**config.mk**
```make
export PLATFORM = sky130hd
export DESIGN_NAME = pipe_stage_reg
export DESIGN_NICKNAME = d
export VERILOG_FILES = /design/src/rtl/pipe_stage_reg.sv
export SDC_FILE = /design/constraint.sdc
export NUM_CORES = 1
export LEC_CHECK = 0
export CORE_MARGIN = 5
export CORE_UTILIZATION = 30
export DETAILED_ROUTE_END_ITERATION = 10
export GPL_TIMING_DRIVEN = 1
export PLACE_DENSITY_LB_ADDON = 0.3
export SLEW_MARGIN = 10
export SYNTH_ARGS = -nofsm -noshare
export SYNTH_HDL_FRONTEND = slang
export SYNTH_SLANG_ARGS = --single-unit
```
**constraint.sdc**
```tcl
create_clock -name clk -period 2.81 [get_ports clk]
set_input_delay 0.562 -clock clk [delete_from_list [all_inputs] [get_ports clk]]
set_output_delay 0.562 -clock clk [all_outputs]
set_load 0.02 [all_outputs]
```
**src/rtl/pipe_stage_reg.sv**
```systemverilog
// Pipeline stage register carrying ctrl+data under valid/ready; one-cycle latency, no bypass.
// Backpressure: SKID=1 holds two entries with a registered in_ready; SKID=0 holds one with in_ready = ~out_valid | out_ready.
module pipe_stage_reg #(
  parameter int CTRL_W    = 8,
  parameter int DATA_W    = 96,
  parameter int SKID      = 1,
  parameter int ZERO_DATA = 0,
  parameter int CNT_W     = 16
) (
  input  logic              clk,
  input  logic              reset,
  input  logic              flush,
  input  logic              in_valid,
  output logic              in_ready,
  input  logic [CTRL_W-1:0] in_ctrl,
  input  logic [DATA_W-1:0] in_data,
  output logic              out_valid,
  input  logic              out_ready,
  output logic [CTRL_W-1:0] out_ctrl,
  output logic [DATA_W-1:0] out_data,
  output logic [CNT_W-1:0]  stall_cnt
);

  localparam logic [1:0] S_EMPTY = 2'd0;
  localparam logic [1:0] S_ONE   = 2'd1;
  localparam logic [1:0] S_TWO   = 2'd2;

  logic [1:0]        r_state;
  logic [1:0]        w_state_nxt;
  logic              w_accept;
  logic              w_emit;
  logic [CTRL_W-1:0] r_main_ctrl;
  logic [DATA_W-1:0] r_main_data;
  logic [CTRL_W-1:0] r_skid_ctrl;
  logic [DATA_W-1:0] r_skid_data;
  logic [CNT_W-1:0]  r_stall_cnt;

  assign w_accept = in_valid & in_ready;
  assign w_emit   = out_valid & out_ready;

  always_ff @(posedge clk or negedge reset) begin
    if (!reset) r_state <= S_EMPTY;
    else        r_state <= w_state_nxt;
  end

  always_comb begin
    w_state_nxt = r_state;
    if (flush) begin
      w_state_nxt = S_EMPTY;
    end else begin
      case (r_state)
        S_EMPTY: if (w_accept) w_state_nxt = S_ONE;
        S_ONE: begin
          if (w_accept && !w_emit)      w_state_nxt = (SKID != 0) ? S_TWO : S_ONE;
          else if (!w_accept && w_emit) w_state_nxt = S_EMPTY;
        end
        S_TWO:   if (w_emit) w_state_nxt = S_ONE;
        default: w_state_nxt = S_EMPTY;
      endcase
    end
  end

  // SKID=1 derives in_ready from the state register only, breaking the ready path.
  always_comb begin
    out_valid = (r_state != S_EMPTY);
    if (SKID != 0) in_ready = (r_state != S_TWO);
    else           in_ready = (r_state == S_EMPTY) | out_ready;
    out_ctrl  = out_valid ? r_main_ctrl : '0;
    out_data  = r_main_data;
    stall_cnt = r_stall_cnt;
  end

  always_ff @(posedge clk or negedge reset) begin
    if (!reset) begin
      r_main_ctrl <= '0;
      r_main_data <= '0;
      r_skid_ctrl <= '0;
      r_skid_data <= '0;
    end else if (flush) begin
      r_main_ctrl <= '0;
      r_skid_ctrl <= '0;
      if (ZERO_DATA != 0) begin
        r_main_data <= '0;
        r_skid_data <= '0;
      end
    end else begin
      case (r_state)
        S_EMPTY: begin
          if (w_accept) begin
            r_main_ctrl <= in_ctrl;
            r_main_data <= in_data;
          end
        end
        S_ONE: begin
          if (w_accept && w_emit) begin
            r_main_ctrl <= in_ctrl;
            r_main_data <= in_data;
          end else if (w_accept) begin
            r_skid_ctrl <= in_ctrl;
            r_skid_data <= in_data;
          end
        end
        S_TWO: begin
          if (w_emit) begin
            r_main_ctrl <= r_skid_ctrl;
            r_main_data <= r_skid_data;
          end
        end
        default: ;
      endcase
    end
  end

  always_ff @(posedge clk or negedge reset) begin
    if (!reset)
      r_stall_cnt <= '0;
    else if (out_valid && !out_ready && (r_stall_cnt != {CNT_W{1'b1}}))
      r_stall_cnt <= r_stall_cnt + 1'b1;
  end

endmodule

```
After elaboration in Yosys (flattened, before gate mapping)

Cells that the tools add are included.

$add $sub $neg: 1
Eq/ne operators: 12
Bitwise gates (word level): 4
Reduce and logical (&&, ||, !) cells: 19
Muxes and demuxes: 19

Operators by type and width:

| cell                    | count |
|---|---|
| $mux W96                | 3 |
| $pmux W96 S3            | 1 |
| $mux W8                 | 8 |
| $pmux W8 S3             | 1 |
| $add A16 B1 Y16 const B | 1 |
| $ne A16 B16 Y1 const B  | 1 |
| $mux W2                 | 5 |
| $ne A2 B2 Y1 const B    | 5 |
| $ne A3 B3 Y1 const B    | 3 |
| $reduce_and A4 Y1       | 2 |
| $pmux W2 S3             | 1 |
| $reduce_and A3 Y1       | 2 |
| $reduce_bool A2 Y1      | 3 |
| $logic_and A1 B1 Y1     | 5 |
| $reduce_and A5 Y1       | 1 |
| $ne A4 B4 Y1 const B    | 1 |
| $reduce_bool A4 Y1      | 1 |
| $logic_not A1 Y1        | 3 |
| $reduce_bool A3 Y1      | 1 |
| $and A1 B1 Y1           | 2 |
| $eq A2 B1 Y1 const B    | 1 |
| $eq A2 B2 Y1 const B    | 1 |
| $logic_not A2 Y1        | 1 |
| $not A1 Y1              | 2 |

Logic and storage cells: 61
Output and inout bits: 122
Register bits after elaboration: 226
Input port bits: 109

Logic depth before layout (Yosys ltp)

Gate-level depths: netlist (run 1).

Word-level depth: 8
Gate-level depth with buffers: 8
Depth with buffers taken out: 6

Worst setup path before layout (run 1)

Ideal clock, no wire load.

Path type: register -> register
From: register r_state[0]
To: register r_main_data[30], in the netlist out_data[30]
Stages on the path, launching flop included: 7
Arrival time: 1.845 ns
Period minus slack after synthesis: 1.970 ns
Required time: 2.685 ns
Buffers on the path: 2
Slack: 0.840 ns
Setup time: 0.125 ns
Cells stage by stage: dfrtp_1 > inv_1 > ha_1 > buf_2 > buf_1 > mux2_2 > mux2_4

Longest elaborated chain between the ends: 5
Elaborated cells on any way between the ends: 14
Those cells by class: 6 x eq/ne; 1 x mux; 2 x bitwise; 5 x reduce/logical

Ends and longest elaborated chain:

| what                                               | line   | source |
|---|---|---|
| from (decl)                                        | 28     | `logic [1:0] r_state;` |
| from (signal assigned)                             | 43     | `else r_state <= w_state_nxt;` |
| $ne A2 B2 Y1 or $reduce_bool A2 Y1 (tied branches) | 66, 65 |  |
| $and A1 B1 Y1 (on tied branches)                   | 38, 39 |  |
| $logic_and A1 B1 Y1                                | 95     | `if (w_accept && w_emit) begin` |
| $ne A2 B2 Y1 (no line)                             | -      |  |
| $reduce_and A5 Y1 (no line)                        | -      |  |
| to (signal assigned)                               | 91     | `r_main_data <= in_data;` |
| to (signal assigned)                               | 97     | `r_main_data <= in_data;` |
| to (signal assigned)                               | 106    | `r_main_data <= r_skid_data;` |
| to (decl)                                          | 33     | `logic [DATA_W-1:0] r_main_data;` |

Several ways; a longest one is shown, not always the timed one.
A chain may end at the register's enable or synchronous reset.

Worst setup path in the final report (run 1)

From: register r_state[1]
To: output out_ctrl[7]

Longest elaborated chain between the ends: 2

Ends and longest elaborated chain:

| what               | line | source |
|---|---|---|
| $reduce_bool A2 Y1 | 65   | `out_valid = (r_state != S_EMPTY);` |
| $mux W8            | 68   | `out_ctrl = out_valid ? r_main_ctrl : '0;` |
| to (decl)          | 19   | `output logic [CTRL_W-1:0] out_ctrl,` |

No other way between the ends.

==> impl_metrics.ini, run 1 <==
[yosys]
synth_nets = 817
ys.flop_type = dfrtp_1
synth_enable_flop_cells = 0
syn_avg_cell_area_um2 = 14.7
synthesis.area_um2 = 10300
synth_top_area_cell = dfrtp_1
yosysSeqAreaShare = 0.549
ys_async_sr_fraction = 1.00
synth.area.top_cells = dfrtp_1 55%, mux2_2 27%, mux2_4 6.0%
synth_top_area_frac = 0.549
yosysWarnings = 0
synthCells = 702
ys_ff_latch = 226
synth_cell_types = 43

[timing]
slew_headroom = 0.611
tightest_slew_ns = 0.579
period_needed_ns = 2.67
fmaxAchievable_ghz = 0.374
final-setup-viol-count = 0
final_max_slew_viol_count = 0
tns_ns = 0
hold_viol_final = 0
clock_skew_ns = 0.00894
min_period_over_period = 0.952
rsz0062_at_grt = no

[cts]
cts_tree = done
cts_num_sinks = 226
insertion_delay_ns = 0.52
htreeDepth = 1
clk_pin_slew_worst_paths_ns = 0.06
cts_buffers = 26
cts_max_path_buffers = 3
cts-root-buf = clkbuf_16

[global_routing]
grt_pass1_wl_um = 39600
grt_usage = 0.125
grt_max_degree = 65
antenna_found_initial = 1
gr-total-overflow = 0
grt_pass1_vias = 6979

[setup_path]
r2r_slack_ns = 0.65
arrival_ns = 2.11
required_ns = 2.25
r2r_cells = 7
critPathKind = flop to primary output
reg2reg_to = out_data[72]$_DFFE_PN0P_
crit_fanout = 16
r2r-start = r_state[0]$_DFFE_PN0P_
worstSetupEndpointType = primary output
start_kind = flop

[detailed_routing]
vias = 6462
antenna_left = 0
drt_iter0_markers = 158
vias_per_cell = 4.60
drc_errors = 0
routed_wirelength_um = 24200
first_pass_iters = 6
wl_per_cell_um = 17.3

[floorplanning]
die_area_um2 = 38100
die_h_um = 195
core-area_um2 = 33700
die_w_um = 195
io_pins = 231
rows = 67
initial_core_util = 0.306

[final_layout]
area_delta_synth_final_pct = 37.3
drive_gt1_frac = 0.376
fin_area_um2 = 14100
diodes = 0
final_nets = 1054

[worst_hold_path]
worstHoldPathCells = 1
hp-start = r_skid_data[37]$_DFFE_PN0P_
hold_class = flop to flop
whs_endpoint = r_skid_data[37]$_DFFE_PN0P_

[power]
leakagePower_uw = 0.00597
power_density_nw_per_um2 = 1040
ir_worst_vdd_uv = 582

[placement]
gp_congestion = 0.745
place_area_um2 = 13200
port-buffer-count = 230
place_hpwl_um = 16400

[run]
cap_violations = 0

[outcome]
status = completed
## layer usage
| metal | GRT usage | share of wire | vias to the layer above | wire length [µm] |
|---|---|---|---|---|
| met1 | 0.161 | 0.43 | 3264 | 10500 |
| met4 | 0.0300 | 0.023 | 2 | 565 |
| li1 | - | - | 3003 | - |
| met2 | 0.207 | 0.48 | 155 | 11600 |
| met5 | 0 | 0.00054 | - | 13 |
| met3 | 0.0393 | 0.066 | 38 | 1610 |
## Yosys cell counts, drive strengths merged (2+ instances only)
master  instances
dfrtp         226
clkbuf          6
and3            3
nand4           6
mux2i           9
o21ai           6
o31ai           2
inv             6
nand2           6
mux2          292
a31oi           2
nand3b          2
nor3           17
nor2b          18
nor2           19
nand3           7
a21oi           2
xnor2           9
buf            32
ha              6
nand2b          4
a221oi          8
## timing repair
item	CTS	global route
gates resized for setup	1	1
endpoints found under the setup margin	9	8
setup buffers	0	0
hold endpoints to repair	26	0
hold buffers	1	0
## power by group
group          total, µW  internal (µW)  switching (µW)
Clock               3480           2170            1310
Sequential          5530           4760             779
Combinational       5650           3210            2440
## per-stage QoR
stage / utilization / std cells / hold slack [ns] / setup WS, ns / total power [µW]
CTS: 0.419 / 1405 / 0.500 / 0.0227 / 14900
finish: 0.420 / 1405 / 0.498 / 0.135 / 14700
global route: 0.420 / 1405 / 0.510 / 0.0190 / 15500
global placement: 0.392 / 1358 / 0.481 / 0.369 / 11200
floorplan: - / 702 / 0.266 / 0.840 / 8800
detailed placement: 0.392 / 1358 / 0.487 / 0.341 / 11300
## worst max path at each step
stage	to	slack, ns	cells after the start	start
final	out_ctrl[7]	0.14	4	r_state[1]$_DFFE_PN0P_
after global placement	stall_cnt[12]$_DFFE_PN0P_	0.37	5	out_ready
after floorplan	out_data[30]$_DFFE_PN0P_	0.84	6	r_state[0]$_DFFE_PN0P_
after detailed placement	stall_cnt[10]$_DFFE_PN0P_	0.34	5	out_ready
after CTS	out_ctrl[7]	0.02	4	r_state[1]$_DFFE_PN0P_
after global routing	out_ctrl[3]	0.02	4	r_state[1]$_DFFE_PN0P_
## sequential cells by signal, summed over array words and instances, names as in the netlist
| register | cells |
|---|---|
| r_main_ctrl | 8 |
| stall_cnt | 16 |
| r_state | 2 |
| r_skid_ctrl | 8 |
| out_data | 96 |
| r_skid_data | 96 |
## critical path, cell delays in order (launching register included)
cell             delay, ns
dfrtp_1               0.43
inv_1                 0.13
ha_4                  0.23
nor2b_1               0.16
clkdlybuf4s50_1       0.63
## kinds of logic after synthesis
family / after synthesis / synth area share
mux: 301 / 0.343
compound gates: 24 / 0.0175
buf+inv: 44 / 0.0244
xor+xnor: 10 / 0.00850
simple gates: 91 / 0.0503
flops: 226 / 0.549
fa+ha+maj: 6 / 0.00729
## layout by cell type, fill, tap and decap left out, drive strengths merged, types with 2 or more instances in the layout
cell type / n
inv: 6
nand2b: 4
mux2i: 9
a221oi: 8
nand3: 7
a21oi: 2
o31ai: 2
clkbuf: 43
and3: 3
buf: 17
a31oi: 2
nand4: 6
nand3b: 2
clkinv: 2
dfrtp: 226
nand2: 6
nor2: 19
nor2b: 18
nor3: 17
ha: 6
mux2: 292
clkdlybuf4s50: 229
o21ai: 6
xnor2: 9
## area by class of cell
class,count,area [µm²]
Inverter,6,22.5
Fill cell,3153,19600
Sequential cell,226,5660
Clock inverter,3,40.0
Timing Repair Buffer,247,2560
Multi-Input combinational cell,432,4430
Tap cell,448,561
Clock buffer,43,866
(Power assumes the default switching activity.)
==> run 2, diff against run 1 <==
CORE_UTILIZATION = 40   (was 30)
==> run 2 against run 1 <==
  * First-iteration DRC count increased by 75%
  * Fmax grew 1.1%
  * Setup slack better by 0.030 ns
  * Final area is 2.2% lower
  * Combinational power hardly changed
  * Core utilization increased by 13 points
  * Global-route usage increased by 3.4 points
  * Clock power fell by 11%
  * Critical path type unchanged
  * Highest routed layer is now met4
==> impl_metrics.ini, run 2 (synthesis results as in run 1) <==
[outcome]
status = completed

[final_layout]
final_common_cell = mux2_2
final_cell_mix = 251 x mux2_2, 229 x clkdlybuf4s50_1, 226 x dfrtp_1, 41 x mux2_4, 25 x clkbuf_16
final_nets = 1050
diodes = 0
area_delta_synth_final_pct = 34.2
drive_gt1_frac = 0.371
fin_area_um2 = 13800
fillCellCount = 2140

[global_routing]
gr-total-overflow = 0
grt_pass1_vias = 6801
antenna_found_initial = 0
grt_pass1_wl_um = 37700
grt_max_degree = 71
grt_usage = 0.159

[timing]
tightest_slew_ns = 0.595
hold_viol_final = 0
slew_headroom = 0.601
rsz0062_at_grt = no
fmaxAchievable_ghz = 0.378
setup_ws_ns = 0.165
min_period_over_period = 0.941
tns_ns = 0
final-setup-viol-count = 0
period_needed_ns = 2.64
final_max_slew_viol_count = 0
clock_skew_ns = 0.0170
holdWs_ns = 0.00744

[floorplanning]
die_w_um = 170
rows = 58
core-area_um2 = 25300
io_pins = 231
initial_core_util = 0.408
die_area_um2 = 29100
die_h_um = 170

[detailed_routing]
first_pass_iters = 4
drt_iter0_markers = 277
wl_per_cell_um = 18.2
vias = 6445
antenna_left = 0
vias_per_cell = 5.03
routed_wirelength_um = 23300
drc_errors = 0

[setup_path]
crit_fanout = 16
start_kind = flop
required_ns = 2.25
critPathKind = flop to primary output
worstSetupEndpointType = primary output
arrival_ns = 2.08

[power]
ir_worst_vdd_uv = 619
leakagePower_uw = 0.00589
power_density_nw_per_um2 = 1040

[cts]
htreeDepth = 1
cts_buffers = 25
cts_num_sinks = 226
insertion_delay_ns = 0.52
clk_pin_slew_worst_paths_ns = 0.06
cts-root-buf = clkbuf_16
ctsHoldBuffers = 0
cts_max_path_buffers = 3
cts_tree = done
post_cts_buffers = 0

[placement]
place_area_um2 = 13000
place_ws_ns = 0.340
place_hpwl_um = 15500
gp_congestion = 0.733
port-buffer-count = 230

[worst_hold_path]
hold_class = input port to async pin

[run]
cap_violations = 0
-- run 2: changes by cell type in the layout (fill, tap and decap cells not counted), sizes merged --
| cell | previous run | this run |
|---|---|---|
| buf | 17 | 15 |
| bufinv | 1 | 0 |
| clkbuf | 43 | 38 |
| clkinv | 2 | 3 |
| dlygate4sd3 | 1 | 0 |
| inv | 6 | 8 |
-- run 2: path summary, 6_finish.rpt --
kind | startpoint | endpoint | slack, ns | depth (start not counted)
setup / recovery | r_state[1]$_DFFE_PN0P_ | out_ctrl[3] | 0.17 | 4
hold / removal | reset | stall_cnt[9]$_DFFE_PN0P_ | 0.007 | 1
setup reg to reg | r_state[0]$_DFFE_PN0P_ | out_data[51]$_DFFE_PN0P_ | 0.57 | 7
hold reg to reg | r_skid_data[49]$_DFFE_PN0P_ | r_skid_data[49]$_DFFE_PN0P_ | 0.50 | 1
max in group asynchronous | reset | out_data[49]$_DFFE_PN0P_ | 2.08 | 2
min in group clk | r_skid_data[49]$_DFFE_PN0P_ | r_skid_data[49]$_DFFE_PN0P_ | 0.50 | 1
-- run 2: final cells by class --
type | instances | area (µm²) | share of cell area
sequential | 226 | 5660 | 0.409
multi-input combinational | 432 | 4430 | 0.321
clock inverter | 5 | 32.5 | 0.00235
inverter | 6 | 22.5 | 0.00163
timing repair buffer | 244 | 2510 | 0.182
tap | 330 | 413 | 0.0299
clock buffer | 38 | 754 | 0.0546
-- run 2: repair_timing --
item | in CTS | in global routing
gates cloned | 0 | 0
endpoints found under the setup margin | 9 | 5
resized for setup | 1 | 1
-- run 2: metal layers --
metal	global-route usage	routed length [µm]	up-vias
met5	0	0	-
li1	-	-	2999
met2	0.260	11200	165
met3	0.0444	1700	35
met1	0.212	9980	3246
met4	0.0372	437	0
-- run 2: per-stage QoR --
step	utilization	total power [µW]	std cells
2_1_floorplan	-	8800	702
3_3_place_gp	0.516	11100	1238
3_5_place_dp	0.516	11300	1238
4_1_cts	0.547	14500	1281
5_1_grt	0.547	15200	1281
6_report	0.547	14300	1281
-- run 2: worst max-delay path, stage by stage, from the launching register on --
cell and delay [ns]:
dfrtp_1 0.42, inv_1 0.12, ha_4 0.24, nor2b_1 0.16, clkdlybuf4s50_1 0.64
-- run 2: where the power goes --
part / internal, µW / switching, µW / leakage, µW / total [µW]
clock network: 1840 / 1270 / 0.000392 / 3110
registers: 4760 / 794 / 0.00274 / 5550
logic: 3210 / 2450 / 0.00276 / 5650
total: 9800 / 4510 / 0.00589 / 14300
